[src/rtl/spi_pkg.sv]
// Shared definitions for the SPI target: FSM encodings and frame-format constants.
package spi_pkg;

  typedef enum logic [4:0] {
    S_IDLE  = 5'b00001,
    S_ADDR  = 5'b00010,
    S_GAP   = 5'b00100,
    S_DATA  = 5'b01000,
    S_SPARE = 5'b10000
  } spi_state_e;

  localparam int   SPI_WR_BIT     = 7;
  localparam int   SPI_GAP_CLKS   = 5;
  localparam logic SPI_IDLE_LEVEL = 1'b1;

endpackage

[src/rtl/spi_pin_sync.sv]
// Multi-stage synchronizer for the SPI pins plus falling-edge detect on the
// synchronized SCLK.
module spi_pin_sync #(
  parameter int               STAGES   = 2,
  parameter int               WIDTH    = 3,
  parameter logic [WIDTH-1:0] RST_VAL  = '0,
  parameter int               SCLK_IDX = 0
) (
  input  logic             clk_i,
  input  logic             rst_i,
  input  logic [WIDTH-1:0] pins_i,
  output logic [WIDTH-1:0] pins_o,
  output logic             sclk_fall_o
);

  logic [WIDTH-1:0] sync_q [STAGES];
  logic [WIDTH-1:0] sync_d [STAGES];
  logic             sclk_prev_q;
  logic             sclk_prev_d;

  always_comb begin
    sync_d[0] = pins_i;
    for (int i = 1; i < STAGES; i++) begin
      sync_d[i] = sync_q[i-1];
    end
    sclk_prev_d = sync_q[STAGES-1][SCLK_IDX];
  end

  always_ff @(posedge clk_i or posedge rst_i) begin
    if (rst_i) begin
      for (int i = 0; i < STAGES; i++) begin
        sync_q[i] <= RST_VAL;
      end
      sclk_prev_q <= RST_VAL[SCLK_IDX];
    end else begin
      sync_q      <= sync_d;
      sclk_prev_q <= sclk_prev_d;
    end
  end

  assign pins_o      = sync_q[STAGES-1];
  assign sclk_fall_o = sclk_prev_q & ~pins_o[SCLK_IDX];

endmodule

[src/rtl/spi_target_regs.sv]
// SPI target register bank: decodes address/gap/data frames (LSB first),
// writes or reads a local 8-bit register file and drives miso for reads.
module spi_target_regs
  import spi_pkg::*;
#(
  parameter int NUM_BITS    = 8,
  parameter int NUM_REGS    = 8,
  parameter int SYNC_STAGES = 2
) (
  input  logic       pclk_i,
  input  logic       prst_i,
  input  logic       sclk_i,
  input  logic       cs_n_i,
  input  logic       mosi_i,
  output logic       miso_o,
  output logic       wr_strobe_o,
  output logic [2:0] wr_addr_o,
  output logic [7:0] wr_data_o,
  input  logic [2:0] dbg_addr_i,
  output logic [7:0] dbg_data_o,
  output logic       frame_err_o
);

  localparam int         CNT_W      = $clog2(NUM_BITS);
  localparam logic [6:0] NUM_REGS_L = 7'(NUM_REGS);

  logic [2:0] pins_s;
  logic       sclk_fall, cs_n_s, mosi_s;

  // cs_n resets to "selected" so a frame already in progress at reset release
  // cannot be joined; the bank must first see cs_n high (armed_q).
  spi_pin_sync #(
    .STAGES  (SYNC_STAGES),
    .WIDTH   (3),
    .RST_VAL (3'b001),
    .SCLK_IDX(0)
  ) u_pin_sync (
    .clk_i      (pclk_i),
    .rst_i      (prst_i),
    .pins_i     ({mosi_i, cs_n_i, sclk_i}),
    .pins_o     (pins_s),
    .sclk_fall_o(sclk_fall)
  );

  assign cs_n_s = pins_s[1];
  assign mosi_s = pins_s[2];

  spi_state_e          state_q, state_d;
  logic [CNT_W-1:0]    count_q, count_d;
  logic [NUM_BITS-1:0] addr_sh_q, addr_sh_d;
  logic [NUM_BITS-1:0] data_sh_q, data_sh_d;
  logic [NUM_BITS-1:0] rd_sh_q, rd_sh_d;
  logic                miso_q, miso_d;
  logic                strobe_q, strobe_d;
  logic [2:0]          wr_addr_q, wr_addr_d;
  logic [7:0]          wr_data_q, wr_data_d;
  logic                err_q, err_d;
  logic                armed_q, armed_d;
  logic [7:0]          regs_q [NUM_REGS];
  logic [7:0]          regs_d [NUM_REGS];

  logic       is_wr, in_range;
  logic [2:0] idx;
  logic [7:0] commit_data;

  assign is_wr       = addr_sh_q[SPI_WR_BIT];
  assign in_range    = addr_sh_q[6:0] < NUM_REGS_L;
  assign idx         = addr_sh_q[2:0];
  assign commit_data = {mosi_s, data_sh_q[6:0]};

  always_comb begin
    state_d   = state_q;
    count_d   = count_q;
    addr_sh_d = addr_sh_q;
    data_sh_d = data_sh_q;
    rd_sh_d   = rd_sh_q;
    miso_d    = miso_q;
    strobe_d  = 1'b0;
    wr_addr_d = wr_addr_q;
    wr_data_d = wr_data_q;
    err_d     = err_q;
    armed_d   = armed_q;
    regs_d    = regs_q;

    if (state_q != S_IDLE && cs_n_s) begin
      // Deselect beats any same-cycle SCLK edge, so a final data bit is dropped.
      state_d = S_IDLE;
      count_d = '0;
      miso_d  = SPI_IDLE_LEVEL;
      if (count_q != '0) err_d = 1'b1;
    end else begin
      case (state_q)
        S_IDLE: begin
          miso_d = SPI_IDLE_LEVEL;
          if (cs_n_s) begin
            armed_d = 1'b1;
          end else if (armed_q) begin
            state_d = S_ADDR;
            count_d = '0;
          end
        end
        S_ADDR: begin
          if (sclk_fall) begin
            addr_sh_d[count_q] = mosi_s;
            count_d = count_q + 1'b1;
            if (count_q == CNT_W'(NUM_BITS - 1)) begin
              state_d = S_GAP;
              if (!in_range) err_d = 1'b1;
              if (!mosi_s) begin
                rd_sh_d = in_range ? regs_q[idx] : 8'hFF;
                miso_d  = rd_sh_d[0];
              end
            end
          end
        end
        S_GAP: begin
          if (sclk_fall) begin
            state_d      = S_DATA;
            count_d      = CNT_W'(1);
            data_sh_d[0] = mosi_s;
            if (!is_wr) miso_d = rd_sh_q[1];
          end
        end
        S_DATA: begin
          if (sclk_fall) begin
            data_sh_d[count_q] = mosi_s;
            count_d = count_q + 1'b1;
            if (count_q == CNT_W'(NUM_BITS - 1)) begin
              state_d = S_ADDR;
              miso_d  = SPI_IDLE_LEVEL;
              if (is_wr && in_range) begin
                regs_d[idx] = commit_data;
                strobe_d    = 1'b1;
                wr_addr_d   = idx;
                wr_data_d   = commit_data;
              end
            end else if (!is_wr) begin
              miso_d = rd_sh_q[count_q + 1'b1];
            end
          end
        end
        default: begin
          state_d = S_IDLE;
          count_d = '0;
          miso_d  = SPI_IDLE_LEVEL;
        end
      endcase
    end
  end

  always_ff @(posedge pclk_i or posedge prst_i) begin
    if (prst_i) begin
      state_q   <= S_IDLE;
      count_q   <= '0;
      addr_sh_q <= '0;
      data_sh_q <= '0;
      rd_sh_q   <= '0;
      miso_q    <= SPI_IDLE_LEVEL;
      strobe_q  <= 1'b0;
      wr_addr_q <= '0;
      wr_data_q <= '0;
      err_q     <= 1'b0;
      armed_q   <= 1'b0;
      for (int i = 0; i < NUM_REGS; i++) begin
        regs_q[i] <= '0;
      end
    end else begin
      state_q   <= state_d;
      count_q   <= count_d;
      addr_sh_q <= addr_sh_d;
      data_sh_q <= data_sh_d;
      rd_sh_q   <= rd_sh_d;
      miso_q    <= miso_d;
      strobe_q  <= strobe_d;
      wr_addr_q <= wr_addr_d;
      wr_data_q <= wr_data_d;
      err_q     <= err_d;
      armed_q   <= armed_d;
      regs_q    <= regs_d;
    end
  end

  assign miso_o      = miso_q;
  assign wr_strobe_o = strobe_q;
  assign wr_addr_o   = wr_addr_q;
  assign wr_data_o   = wr_data_q;
  assign frame_err_o = err_q;
  assign dbg_data_o  = regs_q[dbg_addr_i];

endmodule

[config.mk]
export PLATFORM = sky130hd
export DESIGN_NAME = spi_target_regs
export DESIGN_NICKNAME = d
export VERILOG_FILES = /design/src/rtl/spi_pkg.sv /design/src/rtl/spi_pin_sync.sv /design/src/rtl/spi_target_regs.sv
export SDC_FILE = /design/constraint.sdc
export NUM_CORES = 1
export LEC_CHECK = 0
export CORE_MARGIN = 3
export CORE_UTILIZATION = 35
export DETAILED_ROUTE_END_ITERATION = 8
export SLEW_MARGIN = 25
export SYNTH_ARGS = -nofsm -noshare
export SYNTH_HDL_FRONTEND = slang
export SYNTH_HIERARCHICAL = 1
export SYNTH_SLANG_ARGS = --single-unit
[constraint.sdc]
create_clock -name pclk_i -period 4.2 [get_ports pclk_i]
set_input_delay 0.42 -clock pclk_i [delete_from_list [all_inputs] [get_ports pclk_i]]
set_output_delay 0.42 -clock pclk_i [all_outputs]
set_load 0.03 [all_outputs]
==> results_dict.tcl, run 1 <==
set metrics [dict create \
    status "finished, final reports clean" \
    grt_start_max_net_pins 66 \
    ir_drop_uv 278 \
    worstSetupPathType "in2out" \
    synth.yosys.warnings 6 \
    grtUsageTotal 0.165 \
    period_minus_slack_ns 3.22 \
    htreeDepth 4 \
    finalHoldViolations 0 \
    critPathMaxFanout 10 \
    viasPerCell 5.41 \
    drtPass1Iterations 4 \
    rsz0062_at_grt "false" \
    wire_per_inst_um 19.4 \
    grt_pass1_wl_um 22800 \
    area_growth_pct 19.2 \
    drtIter0Drc 209 \
    max_freq_ghz 0.310 \
    async_flop_share 1.00 \
    syn_avg_cell_area_um2 12.2 \
    ant_nets 0 \
    dp_slack_ns 0.971 \
    ctsResizeCount 0 \
    post-route-util 0.431 \
    cp.arrival_ns 2.80 \
    post-dp-hpwl_um 9270 \
    yosysSeqAreaShare 0.501 \
    synthAdderAreaFrac 0.00646 \
    p_per_area_nw_per_um2 466 \
    fin_nets 506 \
    row_count 46 \
    io_pins 30 \
    drive_gt1_frac 0.321 \
    synth_top_area_frac 0.478 \
    vias 3914 \
    multi_input_area_um2 2710 \
    setup_violations 0 \
    synth_top_area_cell "dfrtp_1" \
    grt_pass1_vias 4064 \
    tightest_slew_ns 0.896 \
    n_fill_cell 1489 \
    place_congestion 0.818 \
    cts_sinks 116 \
    drc 0 \
    antenna_found_initial 0 \
    synth-edff-count 0 \
    cts_hold_buffers 0 \
    cp.required_ns 3.78 \
    synth_xor_xnor_area_share 0.00151 \
    layout_setup_ws_ns 0.977 \
    core-area_um2 16100 \
    regArea_um2 2910 \
    syn-instance-count 476 \
    cts_buffer_depth 2 \
    clk-insertion-delay-late_ns 0.42 \
    synth-simple-area-share 0.112 \
    cts_tree "done" \
    syn_nets 487 \
    timing.final.crit_share 0.767 \
    antenna_cells 0 \
    dieWidth_um 135 \
    cts.clk_slew.worst_paths_ns 0.05 \
    ys.flop_type "dfrtp_1" \
    p_leak_nw 3.06 \
    maxSlewViolCount 0 \
    syn_area_um2 5810 \
    dieArea_um2 18200 \
    synth_top_family_by_area "multiplexers" \
    synth.distinct_cells 47 \
    synth_compound_area_frac 0.0642 \
    synth.top_cells.by_area "dfrtp_1, mux2_2, mux4_2, mux2i_1, nand2_1" \
    fin_total_pwr_mw 3.23 \
    drv_cap 0 \
    worst_setup_path_start_kind "input pin" \
    io_buffers 29 \
    hold_path.class "in2async" \
    wirelength_um 14100 \
    finClkSkew_ns 0.0105 \
    synth_mux_area_frac 0.283 \
    ys_seq_elements 116 \
    cts_buffers 17 \
    relSlewSlack 0.400 \
    post_cts.repair.setup_buffers 0 \
    die_height_um 135 \
    initial_core_util 0.362 \
    endpoint_kind "primary output" \
    grt-ovfl-total 0 \
    stdcell_count 724 \
    dp_cells 692 \
    timing.setup.tns_ns 0 \
    cts_root_buffer "clkbuf_16" \
]
-- final timing paths --
check / start / end / slack [ns] / cells after the start
worst min register to register: u_pin_sync/sync_d[1] / u_pin_sync/pins_o[1] / 0.35 / 0
worst max-delay path: dbg_addr_i[1] / dbg_data_o[1] / 0.98 / 4
worst max register to register: count_q[0] / regs_q[44] / 1.21 / 8
min in group pclk_i: u_pin_sync/sync_d[1] / u_pin_sync/pins_o[1] / 0.35 / 0
worst min-delay path: prst_i / u_pin_sync/sync_d[2] / 0.31 / 2
max in group asynchronous: prst_i / regs_q[36] / 2.84 / 3
-- cell type report --
cell class,instances,share of cell area
clock buffers,20,0.0674
multi-input cells,314,0.391
well taps,216,0.0390
clock inverters,12,0.0257
flip-flops and latches,116,0.420
repair buffers,38,0.0517
inverters,8,0.00470
-- metrics by stage --
step / hold slack [ns] / instance area (um^2)
2_1_floorplan: 0.221 / 5810
6_report: 0.311 / 6920
5_1_grt: 0.335 / 6920
4_1_cts: 0.312 / 6920
3_3_place_gp: 0.336 / 6280
3_5_place_dp: 0.338 / 6280
-- sequential cells by signal, summed over array words and instances (netlist names) --
register,flops
data_sh_q,7
u_pin_sync/pins_o,3
state_q,4
u_pin_sync/sync_d,3
u_pin_sync/sclk_prev_q,1
wr_addr_o,3
count_q,3
rd_sh_q,8
frame_err_o,1
miso_o,1
regs_q,64
wr_strobe_o,1
armed_q,1
wr_data_o,8
addr_sh_q,8
-- placed cells by master, fill, tap and decap left out, types with 6 or more instances in the layout --
| cell type | instances |
|---|---|
| dfrtp_1 | 111 |
| mux2_2 | 86 |
| nand2_1 | 45 |
| nor2_1 | 33 |
| clkdlybuf4s50_1 | 29 |
| mux2i_1 | 20 |
| mux4_2 | 20 |
| clkbuf_16 | 17 |
| a21oi_1 | 14 |
| a221oi_1 | 12 |
| nor3_1 | 10 |
| buf_4 | 9 |
| o21ai_0 | 7 |
| inv_1 | 7 |
| clkinvlp_4 | 7 |
| o221ai_1 | 6 |
| nor2b_1 | 6 |
-- cells in the mapped netlist (7+ instances only) --
| library cell | number |
|---|---|
| mux2i_1 | 20 |
| o21ai_0 | 7 |
| nor3_1 | 10 |
| mux2_2 | 86 |
| mux4_2 | 20 |
| dfrtp_1 | 111 |
| clkbuf_1 | 24 |
| nor2_1 | 33 |
| clkbuf_2 | 8 |
| nand2_1 | 45 |
| a21oi_1 | 14 |
| a221oi_1 | 12 |
| inv_1 | 8 |
-- cell families (layout without fill, tap and decap cells) --
kind of cell / count (synthesis) / count (layout)
simple gates: 129 / 129
mux: 128 / 128
flops: 116 / 116
compound gates: 53 / 53
buf+inv: 46 / 78
fa+ha+maj: 3 / 3
xor+xnor: 1 / 1
-- power by group --
part           internal (mW)  switching, mW
clock network           1.04          0.518
registers               1.16         0.0740
logic                  0.178          0.263
total                   2.37          0.855
-- critical path, cell delays in order --
cell	delay, ns
clkdlybuf4s50_1	0.91
mux4_2	0.59
mux2_2	0.28
clkdlybuf4s50_1	0.59
-- metal layers --
metal  track usage  part of all wire  wire [um]  vias to the layer above
li1              -                 -          -                     1777
met1         0.211              0.45       6270                     2028
met2         0.268              0.49       6890                       88
met3        0.0361             0.045        630                       21
met4        0.0758             0.020        288                        0
met5             0                 0          0                        -
Power figures use the tool's default switching activity.
==> inputs of run 2 (changes only) <==
Clock period 4.2 ns to 3.3 ns, I/O delays scaled along.
==> run 2 against run 1 <==
Wire length shrank 2.5%. Utilization hardly changed. Design area about the same. Non-clock buffer count increased by 4. Clock power increased by 21%. Hold slack worse by 0.078 ns. Combinational power up 31%. Final cell count up 0.55%. Sequential share of layout area barely moved. First-iteration DRC count decreased by 9.1%. Critical path type unchanged. Critical endpoint is now dbg_data_o[7]. Highest routed layer unchanged.
==> results_dict.tcl, run 2 (same netlist as run 1, synthesis figures left out) <==
set metrics [dict create \
    timing.final.crit_share 0.859 \
    drive_gt1_frac 0.320 \
    crit_path_cell_trace "clkdlybuf4s50_1, buf_4, mux4_2, mux2_2, clkdlybuf4s50_1" \
    setup_violations 0 \
    initial_core_util 0.362 \
    p_int_mw 2.98 \
    cts.clk_slew.worst_paths_ns 0.05 \
    row_count 46 \
    io_pins 30 \
    htreeDepth 4 \
    cts_sinks 116 \
    crit_path_top_delay_cell "clkdlybuf4s50_1" \
    endpoint_kind "primary output" \
    post_cts.repair.setup_buffers 0 \
    rsz0062_at_grt "false" \
    die_height_um 135 \
    most-common-layout-cells "dfrtp_1, mux2_2, nand2_1, nor2_1, clkdlybuf4s50_1" \
    antenna_found_initial 0 \
    cts_buffer_depth 2 \
    p_sw_mw 1.03 \
    cp.arrival_ns 2.50 \
    cts_hold_buffers 0 \
    dieWidth_um 135 \
    r2r_start "u_pin_sync/sclk_prev_q" \
    largest_reg_flops 64 \
    finClkSkew_ns 0.00545 \
    grt_start_max_net_pins 56 \
    hold_path.class "in2async" \
    max_freq_ghz 0.353 \
    area_growth_pct 19.3 \
    wire_per_inst_um 18.8 \
    cpPeakStageDelay_ns 0.60 \
    cts_root_buffer "clkbuf_16" \
    finalHoldViolations 0 \
    timing.setup.tns_ns 0 \
    wirelength_um 13700 \
    drc 0 \
    relSlewSlack 0.468 \
    vias 3913 \
    clkPwrFrac 0.469 \
    maxSlewViolCount 0 \
    ant_nets 0 \
    core-area_um2 16100 \
    critPathMaxFanout 14 \
    io_buffers 29 \
    r2r_slack_ns 0.54 \
    drtPass1Iterations 4 \
    post-dp-hpwl_um 9190 \
    grt_pass1_vias 4141 \
    power_frac_comb 0.144 \
    place_congestion 0.830 \
    worst_setup_path_start_kind "input pin" \
    dieArea_um2 18200 \
    clk-insertion-delay-late_ns 0.41 \
    final_common_cell "dfrtp_1" \
    p_leak_nw 3.10 \
    crit_top_cell "clkdlybuf4s50_1" \
    p_seq_frac 0.387 \
    cts_tree "done" \
    sw_frac_of_total 0.258 \
    cts_buffers 17 \
    r2r_end "regs_q[13]" \
    dp_slack_ns 0.468 \
    layout_setup_ws_ns 0.467 \
    viasPerCell 5.38 \
    ir_drop_uv 264 \
    grt_pass1_wl_um 22900 \
    rr_worst_depth 6 \
    tightest_slew_ns 0.798 \
    cp.required_ns 2.97 \
    grt-ovfl-total 0 \
    drtIter0Drc 190 \
    grtUsageTotal 0.164 \
    ctsResizeCount 0 \
    fin_nets 510 \
    worstSetupPathType "in2out" \
    drv_cap 0 \
    antenna_cells 0 \
    status "finished, final reports clean" \
    period_minus_slack_ns 2.83 \
    largest-register "regs_q" \
    p_per_area_nw_per_um2 580 \
]
-- run 2: cell types whose count changed in the layout (fill, tap and decap cells not counted) --
cell        delta
clkbuf_1       +3
clkbuf_8       -2
clkinv_2       +5
buf_4          +3
clkinvlp_4     -6
buf_12         +1
-- run 2: cell type report --
cell class / instances / area, um^2
fillers: 1468 / 9130
flip-flops and latches: 116 / 2910
multi-input cells: 314 / 2710
clock buffers: 21 / 450
repair buffers: 42 / 400
well taps: 216 / 270
clock inverters: 11 / 158
inverters: 8 / 32.5
-- run 2: per-stage QoR --
step | utilization | instances | cell area (um^2) | power (mW) | hold WS (ns)
6_report | 0.432 | 728 | 6930 | 4.02 | 0.233
5_1_grt | 0.432 | 728 | 6930 | 4.20 | 0.244
4_1_cts | 0.432 | 728 | 6930 | 4.06 | 0.233
3_5_place_dp | 0.394 | 696 | 6320 | 2.15 | 0.336
3_3_place_gp | 0.394 | 696 | 6320 | 2.15 | 0.336
2_1_floorplan | - | 476 | 5810 | 2.00 | 0.131
-- run 2: worst max path at each step --
stage	startpoint	end
floorplan	prst_i	addr_sh_q[0]
global placement	dbg_addr_i[0]	dbg_data_o[7]
detailed placement	dbg_addr_i[0]	dbg_data_o[7]
CTS	dbg_addr_i[0]	dbg_data_o[7]
global route	dbg_addr_i[0]	dbg_data_o[7]
finish	dbg_addr_i[0]	dbg_data_o[7]
-- run 2: worst max-delay path: cells and delay by family --
family | cells | cell delay (ns)
multiplexers | 2 | 0.83
buffers and inverters | 3 | 1.33
-- run 2: routing by layer --
metal  wire (um)  share of wire  track usage  up-vias
met2        6730           0.49        0.264      104
met3         714          0.052       0.0492       23
met4         333          0.024       0.0639        0
met1        5940           0.43        0.208     1995
met5           0              0            0        -
li1            -              -            -     1791
-- run 2: power by group through the flow --
stage | Combinational, mW | Sequential [mW] | Clock [mW]
6_report | 0.579 | 1.56 | 1.88
3_5_place_dp | 0.575 | 1.58 | 0
3_3_place_gp | 0.569 | 1.58 | 0
5_1_grt | 0.641 | 1.57 | 1.99
2_1_floorplan | 0.462 | 1.54 | 0
4_1_cts | 0.577 | 1.55 | 1.93
